### src/rtl/seq_pkg.sv
// Shared definitions for the sequence-entry block: FSM state encoding,
// sequence geometry and the digit shift helper.
package seq_pkg;

    typedef enum logic {
        ST_COLLECT = 1'b0,
        ST_FULL    = 1'b1
    } seq_state_t;

    localparam int DIGIT_W    = 4;
    localparam int SEQ_DIGITS = 4;
    localparam int SEQ_W      = DIGIT_W * SEQ_DIGITS;

    // Shift the sequence one digit to the left and append the new digit, so
    // the first digit entered ends up in the most significant position.
    function automatic logic [SEQ_W-1:0] shift_digit(
        input logic [SEQ_W-1:0]   seq,
        input logic [DIGIT_W-1:0] digit
    );
        return {seq[SEQ_W-DIGIT_W-1:0], digit};
    endfunction

endpackage

### src/rtl/key_debounce.sv
// Conditions one raw active-low push button: 2-FF synchronizer, a
// consecutive-cycle debouncer and a one-cycle press pulse on the debounced
// high-to-low transition. Releases produce no pulse.
module key_debounce #(
    parameter int DEBOUNCE_CYCLES = 1_000_000
) (
    input  logic CLOCK_50,
    input  logic reset,
    input  logic key_n,
    output logic press
);

    localparam int                CNT_W    = $clog2(DEBOUNCE_CYCLES + 1);
    localparam logic [CNT_W-1:0]  CNT_LAST = CNT_W'(DEBOUNCE_CYCLES - 1);

    logic             sync1_r;
    logic             sync2_r;
    logic             stable_r;
    logic             press_r;
    logic [CNT_W-1:0] cnt_r;
    logic             differ_s;
    logic             expire_s;

    // Detect a level that disagrees with the accepted one and whether this
    // is the last disagreeing cycle needed before it is accepted.
    always_comb begin
        differ_s = (sync2_r != stable_r);
        expire_s = differ_s && (cnt_r == CNT_LAST);
    end

    // Two-stage synchronizer, preset to the released (high) level.
    always_ff @(posedge CLOCK_50) begin
        if (reset) begin
            sync1_r <= 1'b1;
            sync2_r <= 1'b1;
        end else begin
            sync1_r <= key_n;
            sync2_r <= sync1_r;
        end
    end

    // Debounce counter, accepted level and press pulse; any cycle that
    // matches the accepted level restarts the count.
    always_ff @(posedge CLOCK_50) begin
        if (reset) begin
            cnt_r    <= {CNT_W{1'b0}};
            stable_r <= 1'b1;
            press_r  <= 1'b0;
        end else if (expire_s) begin
            cnt_r    <= {CNT_W{1'b0}};
            stable_r <= sync2_r;
            press_r  <= ~sync2_r;
        end else if (differ_s) begin
            cnt_r    <= cnt_r + CNT_W'(1);
            press_r  <= 1'b0;
        end else begin
            cnt_r    <= {CNT_W{1'b0}};
            press_r  <= 1'b0;
        end
    end

    assign press = press_r;

endmodule

### src/rtl/seq_entry.sv
// Captures a 4-digit sequence from the switches, one digit per debounced
// key press, and offers it downstream through a valid/ready handshake.
// A second key discards a partial entry.
module seq_entry
    import seq_pkg::*;
#(
    parameter int DEBOUNCE_CYCLES = 1_000_000,
    parameter int DIGITS          = 4,
    parameter int DW              = 4
) (
    input  logic                 CLOCK_50,
    input  logic                 reset,
    input  logic                 key_n,
    input  logic                 key_clr_n,
    input  logic [DW-1:0]        digit_in,
    input  logic                 seq_ready,
    output logic                 seq_valid,
    output logic [DIGITS*DW-1:0] seq_out,
    output logic [2:0]           digit_count
);

    localparam logic [2:0] CNT_FULL = 3'(SEQ_DIGITS);
    localparam logic [2:0] CNT_LAST = 3'(SEQ_DIGITS - 1);

    seq_state_t       state_r;
    logic [SEQ_W-1:0] seq_out_r;
    logic [2:0]       digit_count_r;
    logic             seq_valid_r;
    logic             press_s;
    logic             clr_s;

    key_debounce #(
        .DEBOUNCE_CYCLES (DEBOUNCE_CYCLES)
    ) u_key_digit (
        .CLOCK_50 (CLOCK_50),
        .reset    (reset),
        .key_n    (key_n),
        .press    (press_s)
    );

    key_debounce #(
        .DEBOUNCE_CYCLES (DEBOUNCE_CYCLES)
    ) u_key_clear (
        .CLOCK_50 (CLOCK_50),
        .reset    (reset),
        .key_n    (key_clr_n),
        .press    (clr_s)
    );

    // Entry FSM with registered outputs: collect digits, then hold the full
    // sequence until the downstream stage takes it.
    always_ff @(posedge CLOCK_50) begin
        if (reset) begin
            state_r       <= ST_COLLECT;
            seq_out_r     <= {SEQ_W{1'b0}};
            digit_count_r <= 3'd0;
            seq_valid_r   <= 1'b0;
        end else begin
            case (state_r)
                ST_COLLECT: begin
                    if (clr_s) begin
                        // Clear has priority over a press on the same edge.
                        seq_out_r     <= {SEQ_W{1'b0}};
                        digit_count_r <= 3'd0;
                    end else if (press_s && (digit_count_r < CNT_FULL)) begin
                        seq_out_r     <= shift_digit(seq_out_r, digit_in);
                        digit_count_r <= digit_count_r + 3'd1;
                        if (digit_count_r == CNT_LAST) begin
                            state_r     <= ST_FULL;
                            seq_valid_r <= 1'b1;
                        end else begin
                            state_r     <= ST_COLLECT;
                        end
                    end else begin
                        state_r <= ST_COLLECT;
                    end
                end
                ST_FULL: begin
                    // Key events are ignored here; a press on the
                    // handshake edge is dropped as well.
                    if (seq_valid_r && seq_ready) begin
                        state_r       <= ST_COLLECT;
                        seq_out_r     <= {SEQ_W{1'b0}};
                        digit_count_r <= 3'd0;
                        seq_valid_r   <= 1'b0;
                    end else begin
                        state_r <= ST_FULL;
                    end
                end
                default: begin
                    state_r       <= ST_COLLECT;
                    seq_out_r     <= {SEQ_W{1'b0}};
                    digit_count_r <= 3'd0;
                    seq_valid_r   <= 1'b0;
                end
            endcase
        end
    end

    assign seq_valid   = seq_valid_r;
    assign seq_out     = seq_out_r;
    assign digit_count = digit_count_r;

endmodule

### config.mk
export PLATFORM = sky130hd
export DESIGN_NAME = seq_entry
export DESIGN_NICKNAME = d
export VERILOG_FILES = /design/src/rtl/seq_pkg.sv /design/src/rtl/key_debounce.sv /design/src/rtl/seq_entry.sv
export SDC_FILE = /design/constraint.sdc
export NUM_CORES = 1
export LEC_CHECK = 0
export BUFFER_PORTS_ARGS = -buffer_cell sky130_fd_sc_hd__buf_2
export CAP_MARGIN = 20
export CORE_MARGIN = 3
export CORE_UTILIZATION = 52
export DETAILED_ROUTE_END_ITERATION = 10
export PLACE_DENSITY_LB_ADDON = 0.15
export SYNTH_ARGS = -nofsm -noshare
export SYNTH_HDL_FRONTEND = slang
export SYNTH_SLANG_ARGS = --single-unit
export TNS_END_PERCENT = 30
### constraint.sdc
create_clock -name CLOCK_50 -period 1.69 [get_ports CLOCK_50]
set_clock_uncertainty 0.05 [all_clocks]
set_input_delay 0.169 -clock CLOCK_50 [delete_from_list [all_inputs] [get_ports CLOCK_50]]
set_output_delay 0.169 -clock CLOCK_50 [all_outputs]
set_load 0.03 [all_outputs]
## Word-level counts from Yosys, hierarchy flattened

Index checks and enable logic that the tools add are counted.
Widths: inputs -> output; s select.

- Register bits: 69
- Input bits: 9
- Output and inout bits: 20
- Logic and storage cells: 63

- Add/subtract/negate cells: 3
- Magnitude comparators: 1
- Equality and inequality tests: 10
- Mux-type cells: 18
- Bitwise operators: 7
- Reductions and logical operators: 10

Operator list:

| operator | number |
|---|---|
| $mux 16 | 3 |
| $add 20x1->20 const B | 2 |
| $eq 20x20->1 const B | 2 |
| $pmux 16 s2 | 1 |
| $mux 3 | 3 |
| $mux 1 | 8 |
| $not 1->1 | 7 |
| $ne 2x2->1 const B | 3 |
| $pmux 3 s2 | 1 |
| $reduce_or 3->1 | 2 |
| $logic_and 1x1->1 | 4 |
| $pmux 1 s2 | 2 |
| $reduce_and 4->1 | 1 |
| $reduce_or 2->1 | 2 |
| $add 3x1->3 const B | 1 |
| $eq 3x2->1 const B | 1 |
| $lt 3x3->1 const B | 1 |
| $ne 3x2->1 const B | 1 |
| $ne 1x1->1 | 2 |
| $ne 2x1->1 const B | 1 |
| $reduce_and 2->1 | 1 |

## Logic depth before layout (Yosys ltp)

- Word-level depth: 5
- Mapped depth: 6

## Hierarchy

Synthesis repeated with hierarchy kept, for this count alone.

- Cells, all modules: 324
- Area total of the unflattened synthesis: 2994.1 um^2

Modules (own cells, without submodules):

| module | instances | cells each | area an instance (um^2) |
|---|---|---|---|
| key_debounce | 2 | 111 | 1024.7 |
| seq_entry | 1 | 102 | 944.7 |

## Worst setup path before layout

OpenSTA, ideal clock, no wires.

- Path kind: register -> register
- Start: reg digit_count_r[2] (netlist: digit_count[2])
- End: reg digit_count_r[0] (netlist: digit_count[0])
- Library setup time: 65 ps
- Arrival: 1579 ps
- Required time: 1575 ps
- Setup slack: -4 ps
- Cell stages (with the launch flop): 6
- Path buffers: 1
- Path through: dfxtp_1 nor2b_1 o31ai_2 clkbuf_1 mux2i_1 nor2_1

- Longest elaborated chain between the ends: 4

Ends and longest elaborated chain:

| item | line | RTL |
|---|---|---|
| start: declaration | seq_entry.sv:27 | `logic [2:0] digit_count_r;` |
| start signal: assignment | seq_entry.sv:67 | `digit_count_r <= digit_count_r + 3'd1;` |
| $lt 3x3->1 | seq_entry.sv:65 | `end else if (press_s && (digit_count_r < CNT_FULL)) begin` |
| $logic_and 1x1->1 | seq_entry.sv:65 |  |
| $ne 3x2->1 (no source line) | -- |  |
| $reduce_and 2->1 (no source line) | -- |  |

No other way between the ends.
A chain may end at the register's enable or synchronous reset.

## Worst setup path in the final report

- Start: reg u_key_digit.cnt_r[13]
- End: reg u_key_digit.stable_r

- Longest elaborated chain between the ends: 2

Ends and longest elaborated chain:

| item | line | RTL |
|---|---|---|
| start: declaration | key_debounce.sv:20 | `logic [CNT_W-1:0] cnt_r;` |
| start signal: assignment | key_debounce.sv:46 | `cnt_r <= {CNT_W{1'b0}};` |
| start signal: assignment | key_debounce.sv:50 | `cnt_r <= {CNT_W{1'b0}};` |
| start signal: assignment | key_debounce.sv:54 | `cnt_r <= cnt_r + CNT_W'(1);` |
| $eq 20x20->1 | key_debounce.sv:28 | `expire_s = differ_s && (cnt_r == CNT_LAST);` |
| $logic_and 1x1->1 | key_debounce.sv:28 |  |
| end signal: assignment | key_debounce.sv:51 | `stable_r <= sync2_r;` |
| end: declaration | key_debounce.sv:18 | `logic stable_r;` |

No other way between the ends.

==> results.py <==
metrics = {
    "cts": {
        "clk_latency_ns": 0.34,
        "cts_tree": "yes",
        "cts_sinks": 69,
        "cts.htree.levels": 3,
        "max-clock-path-buffers": 2,
        "clock-root-buffer": "clkbuf_8",
        "path_clk_slew_ns": 0.07,
        "cts_buffers": 9,
    },
    "finish": {
        "num_antenna_cells": 0,
        "multi_input_area_sq_mm": 0.00141,
        "nFillCells": 452,
        "design_area_sq_mm": 0.00350,
        "syn_to_final_growth_pct": 23.2,
        "layout-drive-gt1-share_pct": 25.9,
        "seqCellArea_sq_mm": 0.00140,
        "final_nets": 382,
        "final_cells": 444,
        "mostFrequentLayoutCell": "dfxtp_1",
        "layout_common_cells": "dfxtp_1, nor2_1, buf_2, buf_4",
    },
    "grt": {
        "grt.met1_usage_pct": 25.4,
        "grt_pass1_wl_microns": 9390,
        "globalRouteMet2Util_pct": 27.3,
        "grt_pass1_vias": 2076,
        "track_usage_pct": 18.6,
        "gr-usage-met3_pct": 4.97,
        "overflow": 0,
        "busiest_layer": "met2",
        "grt_max_degree": 30,
        "antenna_found_initial": 0,
    },
    "route": {
        "drtAntennaViolNets": 0,
        "first_pass_iters": 4,
        "routedWlPerCell_microns": 12.4,
        "via_per_inst": 5.36,
        "drt_iter0_markers": 81,
        "wirelength_microns": 5510,
        "dr_total_vias": 2381,
        "drcViolationCount": 0,
    },
    "sta": {
        "post-route-min-period_ns": 1.71,
        "finalCritPeriodShare_pct": 101,
        "rsz0062_at_grt": "true",
        "max_slew_margin_pct": 50.7,
        "finalSetupViolCount": 1,
        "final-hold-violation-count": 0,
        "worstMarginPinSlew_ns": 0.740,
        "maxSlewViolCount": 0,
        "setup_ws_ns": -0.0157,
        "clock.fmax_mhz": 586,
    },
    "placed_design": {
        "dp.cells": 423,
        "io_buffers": 28,
        "place_ws_ns": -0.000829,
        "postPlaceCellArea_sq_mm": 0.00325,
        "place_congestion": 0.835,
        "dpl.hpwl_microns": 3760,
    },
    "floorplan": {
        "fp.dieH_microns": 80.0,
        "row_count": 26,
        "initial_utilization_pct": 54.7,
        "dieArea_sq_mm": 0.00640,
        "core-area_sq_mm": 0.00520,
        "die_x_microns": 80.0,
        "ios": 29,
    },
    "synthesis": {
        "synth_top_cell_by_area": "dfxtp_1",
        "avgSynthCellArea_sq_um": 9.15,
        "synth_area_leaders": "dfxtp_1, nor2_1, xnor2_1, a22oi_1, xor2_1",
        "synth_top_area_share_pct": 48.5,
        "yosysWarningCount": 0,
        "seq_area_frac_synth_pct": 48.5,
        "synthArstFlopShare_pct": 0,
        "synth_edf_count": 0,
        "netlist_instances": 311,
        "synth_seq_cells": 69,
        "syn-num-nets": 324,
        "syn_area_sq_mm": 0.00285,
        "synth_ff_type": "dfxtp_1",
        "ys_types": 44,
    },
    "worst_setup_path": {
        "cp_max_fo": 3,
        "path_buf_inv": 0,
        "worst_path_max_delay_cell": "or4b_4",
        "rr_startpoint": "u_key_digit.cnt_r[13]$_SDFF_PP0_",
        "max_stage_delay_ns": 0.54,
        "endpoint_kind": "register",
        "critPathTopFamily": "simple AND/OR/NAND/NOR gates",
        "required_ns": 1.87,
        "critical_path_arrival_ns": 1.88,
        "critPathLaunch": "u_key_digit.cnt_r[13]$_SDFF_PP0_",
        "cp-start-kind": "register",
        "crit_chain": "or4b_4 > nor4_4 > nand2_1 > a211o_1",
        "crit_type": "register to register",
    },
    "pwr": {
        "internal-power_w": 0.00217,
        "p_leak_nw": 1.25,
        "power_frac_comb_pct": 1.7,
        "ir_worst_vdd_v": 0.000658,
        "power.total_w": 0.00278,
        "power_frac_clock_pct": 39.7,
        "powerDensity_mw_per_mm2": 794,
        "pwr-share-seq_pct": 58.6,
        "p_sw_share_pct": 21.9,
        "power.switching_w": 0.000610,
    },
    "worst_hold_path": {
        "worstHoldStart": "digit_in[3]",
        "hp-class": "primary input to register",
    },
    "run_status": {
        "violations": "negative setup slack",
        "status": "finished with violations",
    },
    "flow_run": {
        "drv_cap": 0,
    },
}
==> synth_stat cells, drive strengths merged, types with 2 or more instances <==
master  instances
nand3          14
a21oi          13
or2             6
o31ai           4
nand2          13
and2            2
a22oi          17
o21ai           6
nor4b           2
or3             5
nand4          13
or4             4
nor4            9
inv             7
nor2           55
xor2           11
nor3            4
xnor2          17
clkbuf          7
nand2b          2
dfxtp          69
and3            4
buf             7
and4            2
ha              4
nor2b           2
a211o           3
==> worst min-delay path, cell delays in order <==
cell and delay, ns:
buf_2 0.07, a22oi_1 0.06, nor2_1 0.07
==> state kept, by name (all words and copies together), names as in the netlist, 3 cells and up <==
register,flops
digit_count,3
seq_out,16
u_key_clear.cnt_r,20
u_key_digit.cnt_r,20
==> routing by layer <==
metal | up-vias | routed length, microns
li1 | 1215 | -
met1 | 1115 | 2730
met2 | 43 | 2430
met3 | 8 | 281
met4 | 0 | 64
met5 | - | 0
==> power groups by stage <==
stage / clock network, W / logic (W) / registers, W
after floorplan: 0 / 0.0000235 / 0.00167
after global placement: 0 / 0.0000416 / 0.00167
after detailed placement: 0 / 0.0000416 / 0.00167
after CTS: 0.00115 / 0.0000468 / 0.00163
after global routing: 0.00123 / 0.0000529 / 0.00163
final: 0.00110 / 0.0000477 / 0.00163
==> kinds of logic after synthesis <==
kind of cell	Yosys count	synth area share, %
flip-flops	69	48.5
AO/OA/AOI/OAI	47	11.3
XOR/XNOR	28	8.62
AND/OR/NAND/NOR	141	26.1
adder cells (fa/ha/maj)	4	1.76
multiplexers	1	0.352
buffers and inverters	21	3.34
==> final cells by class <==
class | instances | share of cell area, %
Multi-Input combinational cell | 221 | 40.3
Sequential cell | 69 | 39.8
Timing Repair Buffer | 61 | 12.1
Clock buffer | 11 | 3.75
Tap cell | 70 | 2.50
Clock inverter | 5 | 0.785
Inverter | 7 | 0.750
==> worst paths after layout <==
kind	cells past startpoint	end	slack (ns)
worst min register to register	1	u_key_digit.sync2_r$_SDFF_PP1_	0.36
worst max register to register	4	u_key_digit.stable_r$_SDFFE_PP1P_	-0.02
worst min-delay path	3	seq_out[3]$_SDFFE_PP0P_	0.03
worst max-delay path	4	u_key_digit.stable_r$_SDFFE_PP1P_	-0.02
==> stage by stage <==
step | setup TNS, ns | hold WS, ns | util, %
2_1_floorplan | 0 | 0.223 | -
3_3_place_gp | 0 | 0.306 | 62.5
3_5_place_dp | -0.000829 | 0.306 | 62.5
4_1_cts | -0.00400 | 0.0156 | 66.2
5_1_grt | -1.29 | 0.0270 | 67.3
6_report | -0.0157 | 0.0289 | 67.3
==> what timing repair did <==
item / CTS / global route
pin swaps: 0 / 6
hold buffers: 3 / 0
gates cloned: 0 / 0
gates resized for setup: 0 / 15
endpoints found under the setup margin: 1 / 43
endpoints found under the hold margin: 3 / 0
setup buffers: 0 / 2
No activity file was read; power rests on OpenSTA's default activity.
